File: src/rtl/prime_pkg.sv
// Shared definitions for the trial-division primality tester.
package prime_pkg;

    localparam int unsigned STATE_W = 3;

    localparam logic [STATE_W-1:0] S_IDLE     = 3'd0;
    localparam logic [STATE_W-1:0] S_CLASSIFY = 3'd1;
    localparam logic [STATE_W-1:0] S_SQ_TEST  = 3'd2;
    localparam logic [STATE_W-1:0] S_DIV_WAIT = 3'd3;
    localparam logic [STATE_W-1:0] S_NEXT     = 3'd4;
    localparam logic [STATE_W-1:0] S_FINISH   = 3'd5;

    // Increment applied to the divisor: 2 is always followed by 3, then odd-only skips evens.
    function automatic logic [1:0] div_step(input logic d_is_two, input logic odd_only);
        return (d_is_two || !odd_only) ? 2'd1 : 2'd2;
    endfunction

endpackage

File: src/rtl/restoring_remainder.sv
// Multi-cycle restoring remainder unit: one quotient bit per cycle, MSB first.
// The first bit is resolved on the start edge so done rises exactly WIDTH cycles
// after the start cycle, with rem valid while done is high.
module restoring_remainder #(
    parameter int unsigned WIDTH = 16
) (
    input  logic             clk,
    input  logic             rst,
    input  logic             start,
    input  logic [WIDTH-1:0] dividend,
    input  logic [WIDTH-1:0] divisor,
    output logic             done,
    output logic [WIDTH-1:0] rem
);

    localparam int unsigned CNT_W = $clog2(WIDTH + 1);

    logic [WIDTH-1:0] rem_q, rem_d;
    logic [WIDTH-1:0] dvd_q, dvd_d;
    logic [WIDTH-1:0] dvs_q, dvs_d;
    logic [CNT_W-1:0] cnt_q, cnt_d;
    logic             done_q, done_d;

    // Shift in one dividend bit and subtract the divisor when it fits.
    function automatic logic [WIDTH-1:0] rem_step(input logic [WIDTH-1:0] r,
                                                  input logic             b,
                                                  input logic [WIDTH-1:0] dv);
        logic [WIDTH:0] t;
        t = {r, b};
        if (t >= {1'b0, dv}) begin
            t = t - {1'b0, dv};
        end
        return t[WIDTH-1:0];
    endfunction

    // Next-state for the iteration registers; a new start restarts the operation.
    always_comb begin
        rem_d  = rem_q;
        dvd_d  = dvd_q;
        dvs_d  = dvs_q;
        cnt_d  = cnt_q;
        done_d = 1'b0;
        if (start) begin
            rem_d = rem_step('0, dividend[WIDTH-1], divisor);
            dvd_d = dividend << 1;
            dvs_d = divisor;
            cnt_d = CNT_W'(WIDTH - 1);
        end else if (cnt_q != '0) begin
            rem_d  = rem_step(rem_q, dvd_q[WIDTH-1], dvs_q);
            dvd_d  = dvd_q << 1;
            cnt_d  = cnt_q - CNT_W'(1);
            done_d = (cnt_q == CNT_W'(1));
        end
    end

    // Iteration registers; reset aborts any operation in flight.
    always_ff @(posedge clk or posedge rst) begin
        if (rst) begin
            rem_q  <= '0;
            dvd_q  <= '0;
            dvs_q  <= '0;
            cnt_q  <= '0;
            done_q <= 1'b0;
        end else begin
            rem_q  <= rem_d;
            dvd_q  <= dvd_d;
            dvs_q  <= dvs_d;
            cnt_q  <= cnt_d;
            done_q <= done_d;
        end
    end

    assign done = done_q;
    assign rem  = rem_q;

endmodule

File: src/rtl/prime_tester_param.sv
// Trial-division primality tester, start/done slave.
// Divisors run from 2 while d*d <= N; each trial uses the restoring remainder unit.
module prime_tester_param
    import prime_pkg::*;
#(
    parameter int unsigned WIDTH    = 16,
    parameter bit          ODD_ONLY = 1'b1
) (
    input  logic             clk,
    input  logic             rst,
    input  logic             start,
    input  logic [WIDTH-1:0] n,
    output logic             busy,
    output logic             done,
    output logic             is_prime,
    output logic [WIDTH-1:0] factor,
    output logic [WIDTH-1:0] trials
);

    localparam int unsigned SQ_W = 2 * WIDTH;

    logic [STATE_W-1:0] state_q, state_d;
    logic [WIDTH-1:0]   n_q, n_d;
    logic [WIDTH-1:0]   d_q, d_d;
    logic [WIDTH-1:0]   trials_q, trials_d;
    logic [WIDTH-1:0]   factor_q, factor_d;
    logic               is_prime_q, is_prime_d;
    logic               div_start_q, div_start_d;
    logic               busy_q, busy_d;
    logic               done_q, done_d;

    logic               div_done;
    logic [WIDTH-1:0]   div_rem;
    logic [SQ_W-1:0]    sq_c;
    logic               sq_gt_c;

    // Full-width square so the loop bound never truncates.
    assign sq_c    = SQ_W'(d_q) * SQ_W'(d_q);
    assign sq_gt_c = sq_c > SQ_W'(n_q);

    restoring_remainder #(.WIDTH(WIDTH)) u_rem (
        .clk      (clk),
        .rst      (rst),
        .start    (div_start_q),
        .dividend (n_q),
        .divisor  (d_q),
        .done     (div_done),
        .rem      (div_rem)
    );

    // State register.
    always_ff @(posedge clk or posedge rst) begin
        if (rst) begin
            state_q <= S_IDLE;
        end else begin
            state_q <= state_d;
        end
    end

    // Next-state logic.
    always_comb begin
        state_d = state_q;
        case (state_q)
            S_IDLE:     if (start) state_d = S_CLASSIFY;
            S_CLASSIFY: state_d = (n_q < WIDTH'(4)) ? S_FINISH : S_SQ_TEST;
            S_SQ_TEST:  state_d = sq_gt_c ? S_FINISH : S_DIV_WAIT;
            S_DIV_WAIT: if (div_done) state_d = (div_rem == '0) ? S_FINISH : S_NEXT;
            S_NEXT:     state_d = S_SQ_TEST;
            S_FINISH:   state_d = S_IDLE;
            default:    state_d = S_IDLE;
        endcase
    end

    // Datapath and output next values.
    always_comb begin
        n_d         = n_q;
        d_d         = d_q;
        trials_d    = trials_q;
        factor_d    = factor_q;
        is_prime_d  = is_prime_q;
        div_start_d = 1'b0;
        case (state_q)
            S_IDLE: begin
                if (start) begin
                    n_d      = n;
                    trials_d = '0;
                end
            end
            S_CLASSIFY: begin
                d_d = WIDTH'(2);
                if (n_q < WIDTH'(2)) begin
                    is_prime_d = 1'b0;
                    factor_d   = '0;
                end else if (n_q < WIDTH'(4)) begin
                    is_prime_d = 1'b1;
                    factor_d   = n_q;
                end
            end
            S_SQ_TEST: begin
                if (sq_gt_c) begin
                    is_prime_d = 1'b1;
                    factor_d   = n_q;
                end else begin
                    div_start_d = 1'b1;
                    trials_d    = trials_q + WIDTH'(1);
                end
            end
            S_DIV_WAIT: begin
                if (div_done && (div_rem == '0)) begin
                    is_prime_d = 1'b0;
                    factor_d   = d_q;
                end
            end
            S_NEXT: begin
                d_d = d_q + WIDTH'(div_step(d_q == WIDTH'(2), ODD_ONLY));
            end
            default: ;
        endcase
        busy_d = (state_d != S_IDLE);
        done_d = (state_d == S_FINISH);
    end

    // Datapath and output registers.
    always_ff @(posedge clk or posedge rst) begin
        if (rst) begin
            n_q         <= '0;
            d_q         <= '0;
            trials_q    <= '0;
            factor_q    <= '0;
            is_prime_q  <= 1'b0;
            div_start_q <= 1'b0;
            busy_q      <= 1'b0;
            done_q      <= 1'b0;
        end else begin
            n_q         <= n_d;
            d_q         <= d_d;
            trials_q    <= trials_d;
            factor_q    <= factor_d;
            is_prime_q  <= is_prime_d;
            div_start_q <= div_start_d;
            busy_q      <= busy_d;
            done_q      <= done_d;
        end
    end

    assign busy     = busy_q;
    assign done     = done_q;
    assign is_prime = is_prime_q;
    assign factor   = factor_q;
    assign trials   = trials_q;

endmodule

File: config.mk
export PLATFORM = sky130hd
export DESIGN_NAME = prime_tester_param
export DESIGN_NICKNAME = d
export VERILOG_FILES = /design/src/rtl/prime_pkg.sv /design/src/rtl/restoring_remainder.sv /design/src/rtl/prime_tester_param.sv
export SDC_FILE = /design/constraint.sdc
export NUM_CORES = 1
export LEC_CHECK = 0
export CELL_PAD_IN_SITES_DETAIL_PLACEMENT = 1
export CELL_PAD_IN_SITES_GLOBAL_PLACEMENT = 1
export CORE_MARGIN = 5
export CORE_UTILIZATION = 53
export DETAILED_ROUTE_END_ITERATION = 10
export PLACE_DENSITY_LB_ADDON = 0.1
export SYNTH_ARGS = -nofsm -noshare
export SYNTH_HDL_FRONTEND = slang
export SYNTH_SLANG_ARGS = --single-unit
File: constraint.sdc
create_clock -name clk -period 14.2 [get_ports clk]
set_input_delay 2.13 -clock clk [delete_from_list [all_inputs] [get_ports clk]]
set_output_delay 2.13 -clock clk [all_outputs]
set_load 0.05 [all_outputs]
# Word-level counts from Yosys, hierarchy flattened
# Index checks and enable logic that the tools add are counted.
dict set report op_classes {
  n_addsub 5
  n_mul 1
  order_cmp 5
  mux 33
  n_shift 0
  bitwise_logic 0
  div_mod_pow 0
  reduce_logical 12
  n_eq_ne 12
}
# operator n
set op_table {}
lappend op_table {{two-way mux 16 bit} 12}
lappend op_table {{one-hot mux 16 bit (2 select lines)} 2}
lappend op_table {{one-hot mux 16 bit (3 select lines)} 1}
lappend op_table {{greater-than comparator 32 x 16 -> 1 bit} 1}
lappend op_table {{multiplier 16 x 16 -> 32 bit} 1}
lappend op_table {{>= comparator 17 x 16 -> 1 bit} 1}
lappend op_table {{adder 16 x 1 -> 16 bit, second input constant} 1}
lappend op_table {{adder 16 x 2 -> 16 bit} 1}
lappend op_table {{equality test 16 x 2 -> 1 bit, second input constant} 1}
lappend op_table {{>= comparator 1 x 16 -> 1 bit} 1}
lappend op_table {{logical NOT 16 bit} 1}
lappend op_table {{< comparator 16 x 2 -> 1 bit, second input constant} 1}
lappend op_table {{< comparator 16 x 3 -> 1 bit, second input constant} 1}
lappend op_table {{subtractor 1 x 16 -> 16 bit} 1}
lappend op_table {{subtractor 16 bit} 1}
lappend op_table {{one-hot mux 3 bit (5 select lines)} 1}
lappend op_table {{two-way mux 3 bit} 4}
lappend op_table {{two-way mux 5 bit} 2}
lappend op_table {{two-way mux 1 bit} 9}
lappend op_table {{inequality test 2 bit, second input constant} 4}
lappend op_table {{equality test 3 x 2 -> 1 bit, second input constant} 2}
lappend op_table {{equality test 3 bit, second input constant} 2}
lappend op_table {{nonzero test 2 bit} 3}
lappend op_table {{nonzero test 3 bit} 2}
lappend op_table {{12 further kinds} 12}
dict set report word_totals {
  latchBits 0
  output_inout_bits 35
  memories 0
  wordCells 82
  input_bits 19
  register_bits 125
  romBits 0
  ramBits 0
}

# Longest topological paths before layout
# Gate-level depths: netlist of run 1.
dict set report logic_depth {
  word_depth 5
  depth_mapped 37
  ltp_nobuf 34
}

# Modules after synthesis
# A second synthesis of run 1 with hierarchy kept.
dict set report unflattened {
  cells_unflattened 1670
  area_unflattened_um2 15009.4
}
# module seq_area_each_um2 cells_each n_inst area_each_um2
set modules_own_cells {}
lappend modules_own_cells {prime_tester_param 1776.7 1279 1 11471.0}
lappend modules_own_cells {restoring_remainder 1326.3 391 1 3538.4}

# Worst setup path before layout of run 1
# No wires, ideal clock.
dict set report synth_timing {
  kind {reg-to-reg}
  start {register d_q[6]}
  end {register factor_q[0], in the netlist factor[0]}
  setup_time_ns 0.125
  n_path_buf 3
  slack_ns 5.549
  t_required_ns 14.075
  t_arrival_ns 8.526
  path_stages_with_launch 34
  period_less_slack_ns 8.651
  path_cell_list {dfrtp_1 > clkbuf_1 > clkbuf_1 > nand2_1 > fa_1 > inv_1 > fa_1 > ha_1 > fa_1 > inv_1 > fa_1 > fa_1 > inv_1 > ha_1 > a21o_1 > or3_1 > o21ai_2 > nand2b_1 > nand2_1 > nand2_1 > a21oi_1 > xnor2_1 > ha_1 > nand4_1 > nor3_1 > a221oi_1 > a31oi_1 > or4_1 > or4_4 > a2111oi_4 > nand4b_2 > o211ai_4 > buf_12 > mux2_4}
}
dict set report synth_between {
  elab_chain_len 4
}
# item line
set synth_rtl {}
lappend synth_rtl {{start, declared} prime_tester_param.sv:24} ;# logic [WIDTH-1:0] d_q, d_d;
lappend synth_rtl {{start signal, assigned} prime_tester_param.sv:127} ;# d_q <= '0;
lappend synth_rtl {{start signal, assigned} prime_tester_param.sv:136} ;# d_q <= d_d;
lappend synth_rtl {{multiplier 16 x 16 -> 32 bit} prime_tester_param.sv:38} ;# assign sq_c = SQ_W'(d_q) * SQ_W'(d_q);
lappend synth_rtl {{greater-than comparator 32 x 16 -> 1 bit} prime_tester_param.sv:39} ;# assign sq_gt_c = sq_c > SQ_W'(n_q);
lappend synth_rtl {{inequality test 2 bit (no source line)} --}
lappend synth_rtl {{AND reduction 4 bit (no source line)} --}
lappend synth_rtl {{end signal, assigned} prime_tester_param.sv:138} ;# factor_q <= factor_d;
lappend synth_rtl {{end, declared} prime_tester_param.sv:26} ;# logic [WIDTH-1:0] factor_q, factor_d;
# No other way between the ends.
# A chain may end at the register's enable or synchronous reset.

# Worst setup path in the final report of run 1
dict set report layout_timing {
  start {register d_q[4]}
  end {register factor_q[11], in the netlist factor[11]}
}
# The elaborated chain is that of the path after synthesis.

==> impl_metrics.csv, run 1 <==
group,metric,value,unit
synthesis,synth_top_cell_area_share,22.4,%
cells_and_area,layout_common_cells,"285 x inv_1, 199 x nand2_1, 165 x fa_1",
sta,hold_violations,0,
worst_hold_path,hp-class,"reg -> reg",
detailed_routing,vias,12100,
floorplan,start_util,53.4,%
sta,max_slew.worst_pin.slew,1190,ps
floorplan,rows,61,
detailed_routing,drc,0,
global_routing,grt_max_degree,89,
detailed_routing,dr.pass1.iters,6,
floorplan,die_w,177,microns
synthesis,avgSynthCellArea,8.87,sq um
synthesis,ys_types,69,
clock_tree,cts_resized,0,
cells_and_area,layout.nets,2003,
placed_design,portBuffers,53,
sta,skew,12.6,ps
global_routing,track_usage,29.3,%
synthesis,ys_seq_area_share,21.0,%
sta,rsz0062_at_grt,"false",
placed_design,dpl-instance-area,15600,sq um
worst_setup_path,cpMostUsedCell,"fa_1",
synthesis,synth_top_area_cell,"fa_1",
synthesis,synth-edff-count,0,
floorplan,die-area,31300,sq um
placed_design,gp_congestion,0.874,
global_routing,antenna_found_initial,2,
worst_hold_path,whs_path_depth,1,
synthesis,synthCells,1662,
power,power_density,126,nW/um^2
worst_hold_path,min_from,"factor[8]$_DFFE_PP0P_",
clock_tree,cts_tree,"built",
cells_and_area,area_delta_synth_final,9.90,%
sta,finalCriticalPeriod,9840,ps
worst_setup_path,criticalPathCategory,"reg -> reg",
sta,timing.final.crit_share,69.3,%
cells_and_area,drive_gt1_share,4.97,%
clock_tree,clkSinkCount,124,
sta,relSlewSlack,20.2,%
worst_setup_path,cp_slowest_cell,"dfrtp_1",
global_routing,grt_pass1_wl,72000,microns
worst_setup_path,critPathMaxStageDelay,1060,ps
floorplan,die_h,177,microns
worst_setup_path,critical_path.startpoint_type,"flop",
global_routing,grt_pass1_vias,13400,
detailed_routing,wl_per_cell,21.1,microns
worst_setup_path,rr_endpoint,"factor[11]$_DFFE_PP0P_",
detailed_routing,wirelength,43700,microns
sta,fin_setup_tns,0,ps
synthesis,synthesis.nets,1988,
clock_tree,post_cts_buffers,0,
run,cap_violations,0,
synthesis,ys_ff_latch,124,
detailed_routing,ant_nets,0,
clock_tree,ctsHtreeMaxLevel,4,
worst_setup_path,ff2ff_path_depth,30,
worst_setup_path,cp.arrival,10150,ps
clock_tree,clockBufferDepth,2,
sta,maxSlewViolCount,0,
worst_setup_path,crit_required,14510,ps
synthesis,synthTopCellsByArea,"fa_1 22%, dfrtp_1 21%, ha_1 12%",
worst_setup_path,rr_startpoint,"d_q[4]$_DFFE_PP0P_",
floorplan,num_io_pins,54,
placed_design,hpwl,33600,microns
clock_tree,cts_root_buffer,"clkbuf_16",
sta,fmax,0.102,GHz
clock_tree,clkLatencyLatePin,440,ps
synthesis,synth_area,14700,sq um
detailed_routing,drtIter0Drc,698,
clock_tree,cts_hold_buf,0,
floorplan,coreArea,27600,sq um
synthesis,postSynth.asyncResetShare,100,%
worst_setup_path,rrSetupSlack,4360,ps
power,leakagePower,8.32,nW
synthesis,ys.warnings.count,0,
cells_and_area,mostFrequentLayoutCell,"inv_1",
cells_and_area,fillers,3238,
sta,finalSetupViolCount,0,
synthesis,synthFlopType,"dfrtp_1",
cells_and_area,final_area,16200,sq um
worst_hold_path,holdPathEnd,"factor[8]$_DFFE_PP0P_",
run_status,status,"completed",
worst_setup_path,crit_fanout,26,
global_routing,overflow,0,
clock_tree,clk_pin_slew_worst_paths,60,ps
clock_tree,numCtsBuffers,17,
worst_setup_path,endpoint_kind,"flop",
detailed_routing,vias_per_cell,5.83,
power,ir_drop,0.0000837,V
-- report_power, final --
group / total (mW) / internal [mW] / switching [mW]
Combinational: 0.976 / 0.390 / 0.586
Clock: 0.475 / 0.292 / 0.183
Sequential: 0.598 / 0.466 / 0.132
-- critical path: cells and delay by family (launching register included) --
family	cells	cell delay (ps)
compound gates	7	2080
xor+xnor	1	140
simple gates	10	2350
fa+ha+maj	8	3480
buf+inv	3	180
flops	1	1060
mux	1	420
-- synthesized netlist by cell type (4+ instances only) --
cell type    n
clkbuf_1    64
xnor2_1     34
fa_1       165
nor2b_1      8
nor3_1      30
o31ai_1      7
o211ai_1    13
o21a_1       8
nand3_1     32
ha_1       142
o22a_1       6
nand4_1     21
a31oi_1      9
and3_1      10
buf_1        5
mux2_4       9
o22ai_1      5
a211oi_1     6
nor4_1      17
a21oi_1     62
mux2_2      10
nor2_1      68
nand2b_1    18
inv_1      286
or3_1       11
a211o_1      4
mux2i_1     38
or4_1       12
a21o_1      16
or2_2        6
o21ai_0     99
xor2_1      12
nand2_1    199
dfrtp_1    124
a22o_1      16
and2_1      46
-- cell families after synthesis --
| logic type | count (synthesis) | share of synthesized area (%) |
|---|---|---|
| buffers and inverters | 358 | 9.28 |
| multiplexers | 58 | 4.34 |
| flip-flops | 124 | 21.0 |
| AND/OR/NAND/NOR | 488 | 16.0 |
| XOR/XNOR | 46 | 2.73 |
| AO/OA/AOI/OAI | 281 | 12.2 |
| adder cells (fa/ha/maj) | 307 | 34.5 |
-- layout make-up --
cell class                 instances  area (sq um)  share of cell area, %
tap                              378           473                   2.92
inverter                         287          1080                   6.66
clock buffer                      20           467                   2.88
clock inverter                    12           159                  0.981
sequential                       124          3100                   19.2
timing repair buffer              67           636                   3.92
antenna                            2          5.00                 0.0309
multi-input combinational       1180         10300                   63.4
-- state kept, by name, indices dropped and copies added (netlist names) --
| signal | flops |
|---|---|
| d_q | 16 |
| done | 1 |
| is_prime | 1 |
| u_rem.dvd_q | 15 |
| u_rem.done | 1 |
| factor | 16 |
| trials | 16 |
| busy | 1 |
| n_q | 16 |
| state_q | 3 |
| u_rem.rem | 16 |
| div_start_q | 1 |
| u_rem.cnt_q | 5 |
| u_rem.dvs_q | 16 |
-- routing by layer --
| metal | track usage (%) | up-vias | part of all wire (%) |
|---|---|---|---|
| met1 | 37.7 | 6139 | 42 |
| met3 | 6.13 | 102 | 5.7 |
| met4 | 9.70 | 0 | 3.0 |
| li1 | - | 5500 | - |
| met5 | 0 | - | 0 |
| met2 | 49.6 | 324 | 49 |
-- stage by stage --
| stage | utilization [%] | worst slack (ps) | hold WS, ps | instances | power [mW] |
|---|---|---|---|---|---|
| final | 58.6 | 4360 | 519 | 2070 | 2.05 |
| after global routing | 58.6 | 3920 | 534 | 2068 | 2.19 |
| after CTS | 58.6 | 4430 | 519 | 2068 | 2.05 |
| after detailed placement | 56.4 | 4570 | 502 | 2036 | 1.57 |
| after global placement | 56.4 | 4830 | 484 | 2036 | 1.53 |
| after floorplan | - | 5550 | 487 | 1662 | 1.28 |
-- worst max-delay path by stage --
stage                             endpoint               start  depth (start not counted)
floorplan            factor[0]$_DFFE_PP0P_  d_q[6]$_DFFE_PP0P_                         33
global placement    factor[14]$_DFFE_PP0P_  d_q[1]$_DFFE_PP0P_                         32
detailed placement  factor[11]$_DFFE_PP0P_  d_q[4]$_DFFE_PP0P_                         26
CTS                 factor[11]$_DFFE_PP0P_  d_q[1]$_DFFE_PP0P_                         32
global route          is_prime$_DFFE_PP0P_  d_q[1]$_DFFE_PP0P_                         32
finish              factor[11]$_DFFE_PP0P_  d_q[4]$_DFFE_PP0P_                         30
No activity file was read; power rests on OpenSTA's default activity.
==> inputs of run 2 (changes only) <==
- CORE_UTILIZATION: 53 -> 45
- clock period: 14.2 -> 7.9 ns (I/O delays scaled with it)
==> run 2 against run 1 <==
  * The flow now finishes with violations (negative setup slack)
  * Sequential share of layout area is 1.7 points lower
  * Register-to-register slack worse by 4700 ps
  * Die area is 17% higher
  * Cell area is 10% higher
  * First-iteration DRC count is 22% lower
  * Non-clock buffer count is 144 higher
  * Hold slack worse by 5.3 ps
  * Via count is 2.6% higher
  * Clock power is 75% higher
  * Global-route usage is 3.6 points lower
  * Largest cell class unchanged
  * Fmax is 20% higher
  * Cell count is 10% higher
==> impl_metrics.csv, run 2 (same netlist as run 1, synthesis figures left out) <==
group,metric,value,unit
power,power_density,216,nW/um^2
detailed_routing,wirelength,45600,microns
run,cap_violations,0,
power,ir_drop,0.000206,V
cells_and_area,layout.nets,2147,
sta,finalCriticalPeriod,8200,ps
worst_setup_path,cp_top_family,"adder cells",
floorplan,rows,66,
worst_setup_path,crit_fanout,6,
floorplan,die-area,36500,sq um
worst_setup_path,crit_required,8220,ps
cells_and_area,mostFrequentLayoutCell,"inv_1",
detailed_routing,ant_nets,0,
worst_hold_path,whs_path_depth,1,
global_routing,antenna_found_initial,2,
sta,fmax,0.122,GHz
worst_setup_path,critPathMaxStageDelay,530,ps
global_routing,overflow,0,
detailed_routing,drc,0,
clock_tree,cts_root_buffer,"clkbuf_16",
global_routing,track_usage,25.7,%
cells_and_area,stdcell_count,2276,
worst_setup_path,cp.depth,33,
worst_setup_path,rrSetupSlack,-300,ps
global_routing,grt_pass1_wl,73600,microns
worst_setup_path,cpMostUsedCell,"fa_1",
power,leakagePower,9.18,nW
cells_and_area,fillers,3784,
clock_tree,cts_tree,"built",
cells_and_area,final-seq-area,3120,sq um
detailed_routing,dr.pass1.iters,5,
global_routing,grt_max_degree,88,
detailed_routing,wl_per_cell,20.0,microns
placed_design,portBuffers,53,
detailed_routing,drtIter0Drc,542,
clock_tree,ctsHtreeMaxLevel,4,
cells_and_area,diodes,0,
worst_setup_path,ff2ff_path_depth,33,
run_status,violations,"negative setup slack",
placed_design,post-place-cells,2217,
cells_and_area,area_delta_synth_final,21.3,%
cells_and_area,drive_gt1_share,16.1,%
worst_setup_path,endpoint_kind,"flop",
worst_setup_path,critical_path_buf_inv_count,6,
sta,rsz0062_at_grt,"true",
worst_setup_path,cp_slowest_cell,"fa_1",
worst_setup_path,startpoint,"d_q[6]$_DFFE_PP0P_",
worst_setup_path,critical_path.startpoint_type,"flop",
floorplan,die_h,191,microns
worst_setup_path,cp.arrival,8510,ps
floorplan,start_util,45.4,%
cells_and_area,multi_input_area,10600,sq um
clock_tree,clockBufferDepth,2,
sta,finalSetupViolCount,18,
sta,whs,514,ps
run_status,status,"finished, violations left",
sta,relSlewSlack,15.5,%
worst_setup_path,rr_startpoint,"d_q[6]$_DFFE_PP0P_",
placed_design,gp_congestion,0.845,
sta,worst_slack,-298,ps
detailed_routing,vias_per_cell,5.44,
clock_tree,clk_pin_slew_worst_paths,60,ps
worst_setup_path,criticalPathCategory,"reg -> reg",
worst_setup_path,rr_endpoint,"factor[4]$_DFFE_PP0P_",
floorplan,die_w,191,microns
detailed_routing,vias,12400,
clock_tree,clkLatencyLatePin,430,ps
sta,timing.final.crit_share,104,%
global_routing,grt_pass1_vias,13500,
floorplan,coreArea,32500,sq um
placed_design,hpwl,35200,microns
clock_tree,numCtsBuffers,17,
sta,fin_setup_tns,-4810,ps
sta,max_slew.worst_pin.slew,1250,ps
worst_hold_path,hp-class,"reg -> reg",
worst_setup_path,endpoint,"factor[4]$_DFFE_PP0P_",
sta,maxSlewViolCount,0,
sta,hold_violations,0,
floorplan,num_io_pins,54,
clock_tree,clkSinkCount,124,
sta,skew,11.0,ps
cells_and_area,layout_common_cells,"268 x inv_1, 194 x nand2_1, 163 x fa_1",
-- run 2: cell count changes in the layout (fill, tap and decap cells not counted), sizes merged --
cell      change
buf         +141
clkbuf        +2
clkinv        +2
clkinvlp      +1
diode         -2
inv           -2
-- run 2: cell type report --
class	instances	share of cell area (%)
flip-flops and latches	124	17.4
clock inverters	13	0.931
repair buffers	211	10.7
clock buffers	19	2.48
multi-input cells	1180	59.3
inverters	287	6.04
well taps	442	3.09
-- run 2: power by group --
| group | switching (mW) | internal, mW |
|---|---|---|
| clock | 0.325 | 0.506 |
| sequential | 0.232 | 0.838 |
| combinational | 1.12 | 0.844 |
| total | 1.68 | 2.19 |
-- run 2: per-layer routing --
layer	wire length (microns)	GRT usage, %
met5	12	0
met4	1130	6.82
met3	1830	4.13
met1	20000	33.9
met2	22600	44.3
-- run 2: through the flow --
| step | total power [mW] | utilization [%] | cell area (sq um) | setup slack (ps) |
|---|---|---|---|---|
| 2_1_floorplan | 2.31 | - | 15000 | -99.8 |
| 3_3_place_gp | 2.80 | 51.4 | 16700 | -256 |
| 3_5_place_dp | 2.87 | 51.4 | 16700 | -438 |
| 4_1_cts | 3.80 | 54.5 | 17700 | -315 |
| 5_1_grt | 4.11 | 55.1 | 17900 | -586 |
| 6_report | 3.87 | 55.1 | 17900 | -298 |
-- run 2: worst min path at each step --
stage,from,end
floorplan,u_rem.dvs_q[0]$_DFFE_PP0P_,u_rem.dvs_q[0]$_DFFE_PP0P_
global placement,factor[15]$_DFFE_PP0P_,factor[15]$_DFFE_PP0P_
detailed placement,factor[12]$_DFFE_PP0P_,factor[12]$_DFFE_PP0P_
CTS,factor[12]$_DFFE_PP0P_,factor[12]$_DFFE_PP0P_
global route,factor[12]$_DFFE_PP0P_,factor[12]$_DFFE_PP0P_
finish,factor[12]$_DFFE_PP0P_,factor[12]$_DFFE_PP0P_
-- run 2: what timing repair did --
item	in CTS	in global routing
pin swaps	26	10
resized for setup	59	20
cloned	2	3
setup buffers	19	3
hold buffers	0	0
setup endpoints to repair	29	35
==> inputs of run 3 (changes only) <==
- CORE_ASPECT_RATIO: not set -> 1.5
- SLEW_MARGIN: not set -> 10
==> run 3 against run 2 <==
  * The flow still finishes with violations (negative setup slack)
  * Fmax is 1.4% lower
  * Via count is 0.13% higher
  * Sequential power hardly changed
  * Highest routed layer is now met4
==> impl_metrics.csv, run 3 (same netlist as run 1, synthesis figures left out) <==
group,metric,value,unit
power,leakagePower,9.19,nW
power,ir_drop,0.000132,V
worst_setup_path,ff2ff_path_depth,34,
power,pwr-share-clk,22.0,%
global_routing,overflow,0,
sta,maxSlewViolCount,0,
worst_hold_path,hp-class,"reg -> reg",
cells_and_area,diodes,0,
placed_design,gp_congestion,0.872,
worst_setup_path,cp.arrival,8630,ps
placed_design,portBuffers,53,
cells_and_area,fillers,3775,
global_routing,grt_pass1_wl,73700,microns
cells_and_area,layout_common_cells,"277 x inv_1, 193 x nand2_1, 163 x fa_1",
detailed_routing,drc,0,
clock_tree,cts_tree,"built",
worst_setup_path,cp_slowest_cell,"fa_2",
clock_tree,ctsHtreeMaxLevel,4,
worst_setup_path,critPathMaxStageDelay,550,ps
worst_hold_path,min_from,"factor[9]$_DFFE_PP0P_",
floorplan,num_io_pins,54,
clock_tree,cts_root_buffer,"clkbuf_16",
sta,relSlewSlack,13.7,%
clock_tree,clkSinkCount,124,
power,swShare,43.3,%
floorplan,coreArea,32500,sq um
cells_and_area,drive_gt1_share,15.9,%
power,p_switching,1.69,mW
clock_tree,clk_pin_slew_worst_paths,60,ps
clock_tree,numCtsBuffers,17,
detailed_routing,vias_per_cell,5.51,
floorplan,die-area,36600,sq um
worst_setup_path,criticalPathCategory,"reg -> reg",
worst_setup_path,endpoint_kind,"flop",
detailed_routing,wl_per_cell,20.2,microns
detailed_routing,vias,12400,
sta,worst_slack,-416,ps
sta,fmax,0.120,GHz
run,cap_violations,0,
worst_setup_path,critical_path.startpoint_type,"flop",
run_status,status,"finished, violations left",
worst_setup_path,cp_top_family,"adder cells",
detailed_routing,ant_nets,0,
power,power_density,219,nW/um^2
power,power_frac_comb,51.1,%
global_routing,grt_pass1_vias,14200,
clock_tree,clkLatencyLatePin,440,ps
worst_setup_path,endpoint,"factor[2]$_DFFE_PP0P_",
sta,fin_setup_tns,-7530,ps
cells_and_area,area_delta_synth_final,20.6,%
worst_setup_path,rr_startpoint,"d_q[2]$_DFFE_PP0P_",
run_status,violations,"negative setup slack",
global_routing,grt_max_degree,89,
floorplan,start_util,45.3,%
worst_setup_path,cpMostUsedCell,"fa_1",
sta,finalCriticalPeriod,8320,ps
floorplan,die_w,158,microns
worst_setup_path,startpoint,"d_q[2]$_DFFE_PP0P_",
sta,max_slew.worst_pin.slew,1290,ps
global_routing,track_usage,25.8,%
detailed_routing,drtIter0Drc,539,
worst_setup_path,critical_path_buf_inv_count,8,
floorplan,die_h,232,microns
sta,rsz0062_at_grt,"true",
sta,skew,15.5,ps
detailed_routing,wirelength,45400,microns
cells_and_area,mostFrequentLayoutCell,"inv_1",
worst_setup_path,crit_required,8220,ps
worst_setup_path,rr_endpoint,"factor[2]$_DFFE_PP0P_",
placed_design,hpwl,36300,microns
floorplan,rows,81,
sta,finalSetupViolCount,21,
cells_and_area,layout.nets,2148,
detailed_routing,dr.pass1.iters,4,
cells_and_area,final_core_util,54.7,%
sta,hold_violations,0,
worst_setup_path,rrSetupSlack,-420,ps
cells_and_area,multi_input_area,10600,sq um
worst_setup_path,crit_fanout,5,
sta,timing.final.crit_share,105,%
power,seqPwrFrac,26.9,%
clock_tree,clockBufferDepth,2,
worst_setup_path,cp.depth,34,
power,total_power,3.90,mW
power,p_int,2.21,mW
global_routing,antenna_found_initial,0,
cells_and_area,final-seq-area,3110,sq um
run 3: metrics by stage:
step	hold slack, ps	std cells	cell area, sq um	setup WS (ps)
2_1_floorplan	487	1662	15000	-99.8
3_3_place_gp	491	2192	16700	-202
3_5_place_dp	494	2192	16700	-425
4_1_cts	512	2237	17500	-380
5_1_grt	537	2250	17800	-777
6_report	507	2250	17800	-416
run 3: how the worst min path moves through the flow:
stage	depth (start not counted)	to
after floorplan	1	u_rem.dvs_q[0]$_DFFE_PP0P_
after global placement	1	is_prime$_DFFE_PP0P_
after detailed placement	1	factor[6]$_DFFE_PP0P_
after CTS	1	factor[12]$_DFFE_PP0P_
after global routing	1	factor[12]$_DFFE_PP0P_
final	1	factor[9]$_DFFE_PP0P_
run 3: final cells by class:
type	count	area share, %
clock buffers	19	2.55
multi-input cells	1180	59.5
flip-flops and latches	124	17.5
well taps	415	2.92
clock inverters	13	0.999
inverters	287	6.09
repair buffers	212	10.5
run 3: what timing repair did:
action / in CTS / in global routing
pin swaps: 4 / 40
hold buffers: 0 / 0
setup buffers: 11 / 10
resized for setup: 21 / 41
setup endpoints to repair: 35 / 37
cloned: 2 / 3
run 3: per-layer routing:
metal | GRT usage [%] | vias up | wire length [microns]
met5 | 0 | - | 0
met4 | 8.61 | 0 | 1370
met3 | 2.71 | 75 | 760
met2 | 50.6 | 159 | 26300
met1 | 28.1 | 6375 | 16900
li1 | - | 5786 | -
run 3: worst register-to-register path: cells and delay by family, from the launching register on:
family	cells	cell delay (ps)
compound gates	6	1130
mux	1	300
xor+xnor	1	80
fa+ha+maj	8	3240
simple gates	10	2150
buf+inv	8	880
flops	1	440
run 3: power groups by stage:
stage | combinational, mW | sequential, mW | clock, mW
2_1_floorplan | 1.16 | 1.15 | 0
3_3_place_gp | 1.77 | 1.04 | 0
3_5_place_dp | 1.83 | 1.05 | 0
4_1_cts | 1.91 | 1.04 | 0.878
5_1_grt | 2.18 | 1.07 | 0.904
6_report | 1.99 | 1.05 | 0.856
